`config.mk`:
```
export PLATFORM = sky130hd
export DESIGN_NAME = png_idat_zlib_flat
export DESIGN_NICKNAME = d
export VERILOG_FILES = /design/src/rtl/png_idat_zlib_if.sv /design/src/rtl/png_idat_zlib.sv /design/src/flat_wrapper.sv
export SDC_FILE = /design/constraint.sdc
export NUM_CORES = 2
export LEC_CHECK = 0
export CORE_MARGIN = 2
export CORE_UTILIZATION = 60
export DETAILED_ROUTE_END_ITERATION = 12
export GPL_ROUTABILITY_DRIVEN = 0
export GPL_TIMING_DRIVEN = 0
export PLACE_DENSITY = 0.79
export SYNTH_ARGS = -nofsm -noshare
export SYNTH_HDL_FRONTEND = slang
export SYNTH_SLANG_ARGS = --single-unit
```
`constraint.sdc`:
```
create_clock -name clk -period 29.9 [get_ports clk]
set_clock_uncertainty 0.05 [all_clocks]
set_input_delay 2.99 -clock clk [delete_from_list [all_inputs] [get_ports clk]]
set_output_delay 2.99 -clock clk [all_outputs]
set_load 0.01 [all_outputs]
```
`src/rtl/png_idat_zlib_if.sv`:
```
// png_idat_zlib_if: control, pixel input and packed word output of the IDAT zlib generator
interface png_idat_zlib_if;
  logic [31:0] w_i;
  logic [31:0] h_i;
  logic        start_i;
  logic        pix_val_i;
  logic [31:0] pix_dat_i;
  logic        pix_rdy_o;
  logic        val_o;
  logic [31:0] dat_o;
  logic        lst_o;
  logic [2:0]  lst_nb_o;
  logic [31:0] len_o;
  logic        done_o;
  logic        busy_o;
  modport slave (
    input  w_i, h_i, start_i, pix_val_i, pix_dat_i,
    output pix_rdy_o, val_o, dat_o, lst_o, lst_nb_o, len_o, done_o, busy_o
  );
  modport master (
    output w_i, h_i, start_i, pix_val_i, pix_dat_i,
    input  pix_rdy_o, val_o, dat_o, lst_o, lst_nb_o, len_o, done_o, busy_o
  );
endinterface

```
`src/rtl/png_idat_zlib.sv`:
```
// png_idat_zlib: RGBA8 raster rows to a zlib stored-block IDAT payload packed in big-endian words
module png_idat_zlib (
  input logic            clk,
  input logic            rstn,
  png_idat_zlib_if.slave bus
);
  localparam logic [31:0] W_MAX = 32'd16383;
  typedef enum logic [2:0] {IDLE, ZHDR, BHD0, BHD1, PIX, ADLR, FLSH} st_t;
  st_t         st_q, st_d;
  logic [13:0] w_q, w_d, col_q, col_d;
  logic [31:0] h_q, h_d, row_q, row_d, len_q, len_d;
  logic [15:0] s1_q, s1_d, s2_q, s2_d;
  logic [23:0] acc_q, acc_d;
  logic [1:0]  cnt_q, cnt_d;
  logic        val_q, val_d, lst_q, lst_d, done_q, done_d, busy_q, busy_d, rdy_q, rdy_d;
  logic [31:0] dat_q, dat_d;
  logic [2:0]  nb_q, nb_d;
  logic [31:0] ins_b;
  logic [2:0]  ins_n, tot;
  logic [55:0] mrg;
  logic [15:0] blen;
  logic [7:0]  b0, b1, b2, b3;
  logic        last_col, last_row, start_ok;
  // Reduces any sum below 6*65521 into [0, 65520] with chained conditional subtracts.
  function automatic logic [15:0] mod_a(input logic [19:0] x);
    logic [19:0] r;
    r = x;
    for (int i = 0; i < 5; i++) r = (r >= 20'd65521) ? r - 20'd65521 : r;
    return 16'(r);
  endfunction
  assign {b0, b1, b2, b3} = bus.pix_dat_i;
  assign blen = {w_q, 2'b00} + 16'd1;
  assign last_col = col_q == w_q - 14'd1;
  assign last_row = row_q == h_q - 32'd1;
  assign start_ok = bus.start_i && bus.w_i != 32'd0 && bus.w_i <= W_MAX && bus.h_i != 32'd0;
  assign tot = {1'b0, cnt_q} + ins_n;
  assign mrg = {acc_q, 32'h0} | ({ins_b, 24'h0} >> {cnt_q, 3'b000});
  // Frame sequencing, byte insertion, Adler-32 update and word packing.
  always_comb begin
    st_d = st_q;
    w_d = w_q;
    h_d = h_q;
    col_d = col_q;
    row_d = row_q;
    len_d = len_q;
    s1_d = s1_q;
    s2_d = s2_q;
    acc_d = acc_q;
    cnt_d = cnt_q;
    ins_b = '0;
    ins_n = '0;
    val_d = 1'b0;
    lst_d = 1'b0;
    nb_d = '0;
    dat_d = '0;
    done_d = 1'b0;
    case (st_q)
      IDLE: if (start_ok) begin
        st_d = ZHDR;
        w_d = bus.w_i[13:0];
        h_d = bus.h_i;
        len_d = 32'd6 + bus.h_i * (32'd6 + {bus.w_i[29:0], 2'b00});
        col_d = '0;
        row_d = '0;
        s1_d = 16'd1;
        s2_d = 16'd0;
      end
      ZHDR: begin
        ins_b = 32'h7801_0000;
        ins_n = 3'd2;
        st_d = BHD0;
      end
      BHD0: begin
        ins_b = {last_row ? 8'h01 : 8'h00, blen[7:0], blen[15:8], ~blen[7:0]};
        ins_n = 3'd4;
        st_d = BHD1;
      end
      BHD1: begin
        ins_b = {~blen[15:8], 24'h0};
        ins_n = 3'd2;
        s2_d = mod_a(20'(s2_q) + 20'(s1_q));
        st_d = PIX;
      end
      PIX: if (bus.pix_val_i) begin
        ins_b = bus.pix_dat_i;
        ins_n = 3'd4;
        s1_d = mod_a(20'(s1_q) + 20'(b0) + 20'(b1) + 20'(b2) + 20'(b3));
        s2_d = mod_a(20'(s2_q) + 20'({s1_q, 2'b00}) + 20'({b0, 2'b00}) + 20'({b1, 1'b0})
                     + 20'(b1) + 20'({b2, 1'b0}) + 20'(b3));
        col_d = last_col ? 14'd0 : col_q + 14'd1;
        row_d = last_col && !last_row ? row_q + 32'd1 : row_q;
        st_d = !last_col ? PIX : last_row ? ADLR : BHD0;
      end
      ADLR: begin
        ins_b = {s2_q, s1_q};
        ins_n = 3'd4;
        st_d = FLSH;
      end
      FLSH: if (cnt_q != 2'd0) begin
        val_d = 1'b1;
        lst_d = 1'b1;
        nb_d = {1'b0, cnt_q};
        dat_d = {acc_q, 8'h00};
        acc_d = '0;
        cnt_d = '0;
      end else begin
        done_d = 1'b1;
        st_d = IDLE;
      end
      default: st_d = IDLE;
    endcase
    if (ins_n != 3'd0) begin
      val_d = tot[2];
      dat_d = tot[2] ? mrg[55:24] : 32'h0;
      acc_d = tot[2] ? mrg[23:0] : mrg[55:32];
      cnt_d = tot[1:0];
      lst_d = st_q == ADLR && tot == 3'd4;
      nb_d = lst_d ? 3'd4 : 3'd0;
    end
    busy_d = st_d != IDLE || done_d;
    rdy_d = st_d == PIX;
  end
  // State and registered outputs; reset abandons any frame in flight.
  always_ff @(posedge clk or negedge rstn) begin
    if (!rstn) begin
      st_q <= IDLE;
      w_q <= '0;
      h_q <= '0;
      col_q <= '0;
      row_q <= '0;
      len_q <= '0;
      s1_q <= '0;
      s2_q <= '0;
      acc_q <= '0;
      cnt_q <= '0;
      val_q <= 1'b0;
      lst_q <= 1'b0;
      nb_q <= '0;
      dat_q <= '0;
      done_q <= 1'b0;
      busy_q <= 1'b0;
      rdy_q <= 1'b0;
    end else begin
      st_q <= st_d;
      w_q <= w_d;
      h_q <= h_d;
      col_q <= col_d;
      row_q <= row_d;
      len_q <= len_d;
      s1_q <= s1_d;
      s2_q <= s2_d;
      acc_q <= acc_d;
      cnt_q <= cnt_d;
      val_q <= val_d;
      lst_q <= lst_d;
      nb_q <= nb_d;
      dat_q <= dat_d;
      done_q <= done_d;
      busy_q <= busy_d;
      rdy_q <= rdy_d;
    end
  end
  assign bus.pix_rdy_o = rdy_q;
  assign bus.val_o = val_q;
  assign bus.dat_o = dat_q;
  assign bus.lst_o = lst_q;
  assign bus.lst_nb_o = nb_q;
  assign bus.len_o = len_q;
  assign bus.done_o = done_q;
  assign bus.busy_o = busy_q;
endmodule

```
`src/flat_wrapper.sv`:
```
// flat-port wrapper written by rule: the top's interface ports become plain ports
module png_idat_zlib_flat 
  (clk, rstn, bus_w_i, bus_h_i, bus_start_i, bus_pix_val_i, bus_pix_dat_i, bus_pix_rdy_o, bus_val_o, bus_dat_o, bus_lst_o, bus_lst_nb_o, bus_len_o, bus_done_o, bus_busy_o);
  png_idat_zlib_if bus_i ();
  input logic clk;
  input logic rstn;
  input wire logic [$bits(bus_i.w_i)-1:0] bus_w_i;
  input wire logic [$bits(bus_i.h_i)-1:0] bus_h_i;
  input wire logic [$bits(bus_i.start_i)-1:0] bus_start_i;
  input wire logic [$bits(bus_i.pix_val_i)-1:0] bus_pix_val_i;
  input wire logic [$bits(bus_i.pix_dat_i)-1:0] bus_pix_dat_i;
  output wire logic [$bits(bus_i.pix_rdy_o)-1:0] bus_pix_rdy_o;
  output wire logic [$bits(bus_i.val_o)-1:0] bus_val_o;
  output wire logic [$bits(bus_i.dat_o)-1:0] bus_dat_o;
  output wire logic [$bits(bus_i.lst_o)-1:0] bus_lst_o;
  output wire logic [$bits(bus_i.lst_nb_o)-1:0] bus_lst_nb_o;
  output wire logic [$bits(bus_i.len_o)-1:0] bus_len_o;
  output wire logic [$bits(bus_i.done_o)-1:0] bus_done_o;
  output wire logic [$bits(bus_i.busy_o)-1:0] bus_busy_o;
  assign bus_i.w_i = bus_w_i;
  assign bus_i.h_i = bus_h_i;
  assign bus_i.start_i = bus_start_i;
  assign bus_i.pix_val_i = bus_pix_val_i;
  assign bus_i.pix_dat_i = bus_pix_dat_i;
  assign bus_pix_rdy_o = bus_i.pix_rdy_o;
  assign bus_val_o = bus_i.val_o;
  assign bus_dat_o = bus_i.dat_o;
  assign bus_lst_o = bus_i.lst_o;
  assign bus_lst_nb_o = bus_i.lst_nb_o;
  assign bus_len_o = bus_i.len_o;
  assign bus_done_o = bus_i.done_o;
  assign bus_busy_o = bus_i.busy_o;
  png_idat_zlib u_core (.clk(clk), .rstn(rstn), .bus(bus_i));
endmodule
```
# Yosys cells after proc, flatten, opt, wreduce, memory -nomap -nowiden
# Cells that the tools add are included.
[totals]
reg_bits = 225
output_inout_bits = 72
[op_classes]
add_sub_neg = 34
n_mul = 1
n_lt_le_gt_ge = 16
eq_ne = 13
n_shift = 1
muxes = 61
n_bitwise = 3
n_reduce_logical = 24
[op_table]
columns = ["op", "n"]
rows = [
  ["$ge A20 B16 Y1 const B", 15],
  ["$mux W32", 8],
  ["$mux W20", 12],
  ["$sub A20 B16 Y20 const B", 12],
  ["$pmux W32 S5", 1],
  ["$mux W16", 7],
  ["$add A20 B8 Y20", 5],
  ["$mux W24", 4],
  ["$add A3 B32 Y32 const A", 2],
  ["$pmux W32 S2", 1],
  ["$reduce_bool A32 Y1", 2],
  ["$or A56 B56 Y56", 1],
  ["$shr A56 B5 Y56", 1],
  ["$pmux W16 S3", 1],
  ["$sub A16 B16 Y16 const B", 3],
  ["$mux W14", 3],
  ["$add A20 B9 Y20", 2],
  ["$add A32 B1 Y32 const B", 1],
  ["$eq A32 B32 Y1", 1],
  ["$le A32 B14 Y1 const B", 1],
  ["$mul A32 B32 Y32", 1],
  ["$pmux W16 S2", 1],
  ["$sub A32 B1 Y32 const B", 1],
  ["$pmux W14 S2", 1],
  ["30 further kinds", 66],
]

# Logic depth before layout (Yosys ltp)
[depth]
ltp_word = 18
ltp_mapped = 56
mapped_depth_nobuf = 51

# Worst setup path after synthesis
# OpenSTA, ideal clock, no wires.
[synth_timing]
path_type = "input port to flip-flop"
start = "input bus_pix_dat_i[3]"
end = "register u_core.s2_q[11]"
t_arrival_ps = 13181
required_time_ps = 29732
setup_slack_ps = 16551
path_stages = 44
path_buffers = 4
cell_sequence = "inv_1 > fa_1 > inv_1 > fa_1 > fa_1 > ha_1 > fa_1 > a21o_1 > a221o_1 > xor2_1 > nand4_1 > a21o_1 > nor4_4 > o21ai_2 > buf_6 > nand2_1 > mux2i_1 > ha_1 > (+8 left out) > nor2b_1 > a2111oi_2 > a31oi_1 > xnor2_1 > inv_1 > ha_1 > and2_1 > a32oi_1 > clkbuf_1 > nor3b_1 > mux2i_1 > o22ai_1 > nor4_1 > nand4_1 > buf_6 > a2111oi_2 > xnor2_1 > a21o_1"
[synth_between]
elab_chain_len = 13
[synth_lines]
columns = ["element", "line_no", "text"]
rows = [
  ["start, declared", "flat_wrapper.sv:11", "input wire logic [$bits(bus_i.pix_dat_i)-1:0] bus_pix_dat_i;"],
  ["$add A20 B8 Y20 (*)", "png_idat_zlib.sv:89", "+ 20'(b1) + 20'({b2, 1'b0}) + 20'(b3));"],
  ["$sub A20 B16 Y20 or $ge A20 B16 Y1 (tied branches)", "png_idat_zlib.sv:28", "for (int i = 0; i < 5; i++) r = (r >= 20'd65521) ? r - 20'd65521 : r;"],
  ["$mux W20 (*)", "png_idat_zlib.sv:28", ""],
  ["$sub A20 B16 Y20 or $ge A20 B16 Y1 (tied branches)", "png_idat_zlib.sv:28", ""],
  ["$mux W20 (*)", "png_idat_zlib.sv:28", ""],
  ["$sub A20 B16 Y20 or $ge A20 B16 Y1 (tied branches)", "png_idat_zlib.sv:28", ""],
  ["$mux W20 (*)", "png_idat_zlib.sv:28", ""],
  ["$sub A20 B16 Y20 or $ge A20 B16 Y1 (tied branches)", "png_idat_zlib.sv:28", ""],
  ["$mux W20 (*)", "png_idat_zlib.sv:28", ""],
  ["$sub A16 B16 Y16 or $ge A20 B16 Y1 (tied branches)", "png_idat_zlib.sv:28", ""],
  ["$mux W16 (*)", "png_idat_zlib.sv:28", ""],
  ["$mux W16 (*)", "png_idat_zlib.sv:84", "PIX: if (bus.pix_val_i) begin"],
  ["$pmux W16 S3 (*)", "png_idat_zlib.sv:57", "case (st_q)"],
  ["end signal, assigned", "png_idat_zlib.sv:133", "s2_q <= '0;"],
  ["end signal, assigned", "png_idat_zlib.sv:151", "s2_q <= s2_d;"],
  ["end, declared", "png_idat_zlib.sv:12", "logic [15:0] s1_q, s1_d, s2_q, s2_d;"],
]
# Mark *: on every way between the ends. The rest lies on a longest branch, timed or not. The select of a mux whose other input is x is not followed.
# A chain may end at the register's enable or synchronous reset.

# Worst setup path in the final report
[layout_timing]
start = "input bus_pix_dat_i[9]"
end = "register u_core.s2_q[11]"
[layout_between]
elab_chain_len = 14
[layout_lines]
columns = ["element", "line_no"]
rows = [
  ["$add A20 B9 Y20 (*)", "png_idat_zlib.sv:89"],
  ["$add A20 B8 Y20 (*)", "png_idat_zlib.sv:89"],
  ["$sub A20 B16 Y20 or $ge A20 B16 Y1 (tied branches)", "png_idat_zlib.sv:28"],
  ["$mux W20 (*)", "png_idat_zlib.sv:28"],
  ["$sub A20 B16 Y20 or $ge A20 B16 Y1 (tied branches)", "png_idat_zlib.sv:28"],
  ["$mux W20 (*)", "png_idat_zlib.sv:28"],
  ["$sub A20 B16 Y20 or $ge A20 B16 Y1 (tied branches)", "png_idat_zlib.sv:28"],
  ["$mux W20 (*)", "png_idat_zlib.sv:28"],
  ["$sub A20 B16 Y20 or $ge A20 B16 Y1 (tied branches)", "png_idat_zlib.sv:28"],
  ["$mux W20 (*)", "png_idat_zlib.sv:28"],
  ["$sub A16 B16 Y16 or $ge A20 B16 Y1 (tied branches)", "png_idat_zlib.sv:28"],
  ["$mux W16 (*)", "png_idat_zlib.sv:28"],
  ["$mux W16 (*)", "png_idat_zlib.sv:84"],
  ["$pmux W16 S3 (*)", "png_idat_zlib.sv:57"],
]
# Marks and branches as above.

==> metrics <==
status finished, violations left; failing checks capacitance limit, slew limit; Area Overhead vs Synth 9.275%; Mapped Area ~0.04 sq mm; GR Layer Usage met1 51.41%; global route overflow 0; Clock Path Buffers 3; slew margin rel. -1.733%; CP arrival roughly 16 ns; FF+latch count, synth around 220; Primary FF master, synth dfrtp_1; CP Max Fanout 10; Via Count slightly below 40000; share of post-route cells with drive strength above 1 about 3.6%; most frequent cells in the layout nand2_1 (773), inv_1 (597), fa_1 (431); Max Slew Vio Count 11; Worst path slowest cell a2111oi_2; area share of the largest cell type after synthesis between 20% and 30%; RSZ-0062 raised after global routing no; DR DRC count 0; asr flop ratio synth 100.0%; final worst-path cycle share between 50% and 60%; Sink Count 223; Worst-Skew Late Latency roughly 0.60 ns; Die H between 200 and 300 um; vias in the first global route 37793; Worst Hold Class register to register; number of antenna-violating nets in the routed design 0; post-synthesis sequential area ratio approximately 14%; routed vias/inst around 6.4; Syn Area/Cell 7.976 sq um; Netlist cell types about 120; largest cells by area after synthesis fa_1 (21%), dfrtp_1 (14%), ha_1 (7.7%); initial antenna violation count 14; nets 6081; Port-buffer cells 170; critical path class input port to register; met2 Usage GRT roughly 56%; Post-DP HPWL between 100000 and 150000 um; core box area 0.06716 sq mm; Max Clk Rate 63.98 MHz; CTS resizes 0; CTS tree yes; H-tree levels 1; CP Capture Type register; Post-synth EDFFs 0; GRT met3 Usage slightly above 10%; setup TNS 0 ns; global route hottest layer met2; hold_buf cts 0; CP peak stage delay 0.66 ns; GRT Total Usage a little under two fifths; WL per Instance 21.36 um; CTS buffer count 26; Initial DRC Count roughly 4400; Slew @ Worst Pin between 1.5 and 2 ns; Post-Syn Instances between 5000 and 6000; Initial Util approximately three fifths; final hold violation count 0; 1st-pass router iterations 10; clock root cell clkbuf_16; first-pass GRT wire length 209100 um; CP required roughly 30 ns; postcts setup bufs 0; most common cell after layout, fill and taps aside nand2_1; post-layout min period about 16 ns; Setup crit start kind input port; pin count of the biggest net entering global routing around 110; Setup Viol. Count Final 0; Clock transition at path regs approximately 0.070 ns; FILL cells between 5000 and 6000; Boundary Pins approximately 170; die area 0.06988 sq mm; Total Wirelength roughly 130000 um; YS warnings 0; Die X around 260 um; critical path's most frequent cell inv_1; Max Cap Viol 1; post-synth top area cell fa_1; row count 95
## synthesized netlist by cell type, drive strengths merged (16+ instances only)
master,instances
a21o,58
a22o,32
nand2b,43
ha,251
clkbuf,201
buf,34
o22ai,26
and4,18
nor2,332
o211ai,48
or3,35
dfrtp,223
fa,431
and2,148
o211a,16
a31o,23
a41oi,22
o21a,25
nand2,773
xnor2,228
or2,32
o21ai,240
mux2i,36
o31ai,30
nand3,139
nor2b,34
xor2,125
a21oi,180
nor4,54
nor3,115
nand4,66
inv,597
a21boi,26
a31oi,52
and3,60
a211oi,56
a22oi,25
## through the flow
step	hold WS (ns)	setup slack [ns]	utilization, %	cell area, sq um	instances
after global placement	0.4124	14.16	64.72	43470	6143
final	0.4313	14.27	66.18	44440	6195
after detailed placement	0.4202	13.93	64.77	43500	6144
after global routing	0.4522	13.22	66.16	44440	6192
after floorplan	0.4097	16.55	-	40670	5100
after CTS	0.4347	14.52	66.16	44430	6190
## worst max-delay path: cells and delay by family
| kind | cells | cell delay [ns] |
|---|---|---|
| AOI/OAI and AO/OA | 9 | 2.88 |
| adders and majority gates | 8 | 2.95 |
| buffers and inverters | 10 | 2.34 |
| and+or+nand+nor | 12 | 2.95 |
| muxes | 2 | 0.62 |
| xor gates and xnor gates | 4 | 1.30 |
## flip-flops by register name, indices dropped and copies added (netlist names), 3 cells and up
signal,flops
u_core.bus.dat_o,32
u_core.h_q,32
u_core.row_q,32
u_core.bus.len_o,31
u_core.acc_q,24
u_core.s1_q,16
u_core.s2_q,16
u_core.col_q,14
u_core.w_q,14
u_core.bus.lst_nb_o,3
u_core.st_q,3
## layer usage
layer  vias to the layer above  share of wire (%)
met4                        14                5.8
met5                         -              0.070
met2                      2454                 42
li1                      17770                  -
met3                       497                 13
met1                     18936                 39
## area by class of cell
class	count	area (sq um)	share of cell area (%)
Tap cell	873	1092	2.458
Antenna cell	5	12.51	0.02815
Timing Repair Buffer	171	1734	3.902
Buffer	235	965.9	2.173
Multi-Input combinational cell	4044	31880	71.74
Clock inverter	10	181.4	0.4082
Sequential cell	223	5580	12.56
Inverter	598	2245	5.051
Clock buffer	36	748.2	1.684
## logic make-up (layout without fill, tap and decap cells)
| kind of cell | Yosys count | count (layout) | share of synthesized area [%] |
|---|---|---|---|
| fa+ha+maj | 682 | 682 | 28.94 |
| simple gates | 1916 | 1916 | 22.54 |
| flops | 223 | 223 | 13.72 |
| other cells | 1 | 7 | 0.009220 |
| xor+xnor | 353 | 353 | 7.620 |
| compound gates | 1045 | 1045 | 18.09 |
| buf+inv | 833 | 1050 | 7.894 |
| mux | 46 | 46 | 1.191 |
## worst paths after layout
check / from / end / slack, ns / cells past startpoint
worst max-delay path: bus_pix_dat_i[9] / u_core.s2_q[11] / 14.27 / 45
worst min-delay path: u_core.bus.len_o[18] / u_core.bus.len_o[18] / 0.43 / 2
worst min register to register: u_core.bus.len_o[18] / u_core.bus.len_o[18] / 0.43 / 2
worst max register to register: u_core.s1_q[1] / u_core.s2_q[11] / 15.55 / 51
min in group asynchronous: rstn / u_core.bus.lst_nb_o[0] / 2.43 / 1
max in group asynchronous: rstn / u_core.bus.len_o[23] / 26.26 / 2
Power is left out: the tool's default activity adds up to more than one toggle a clock period on the data nets, which glitch-free logic cannot reach.
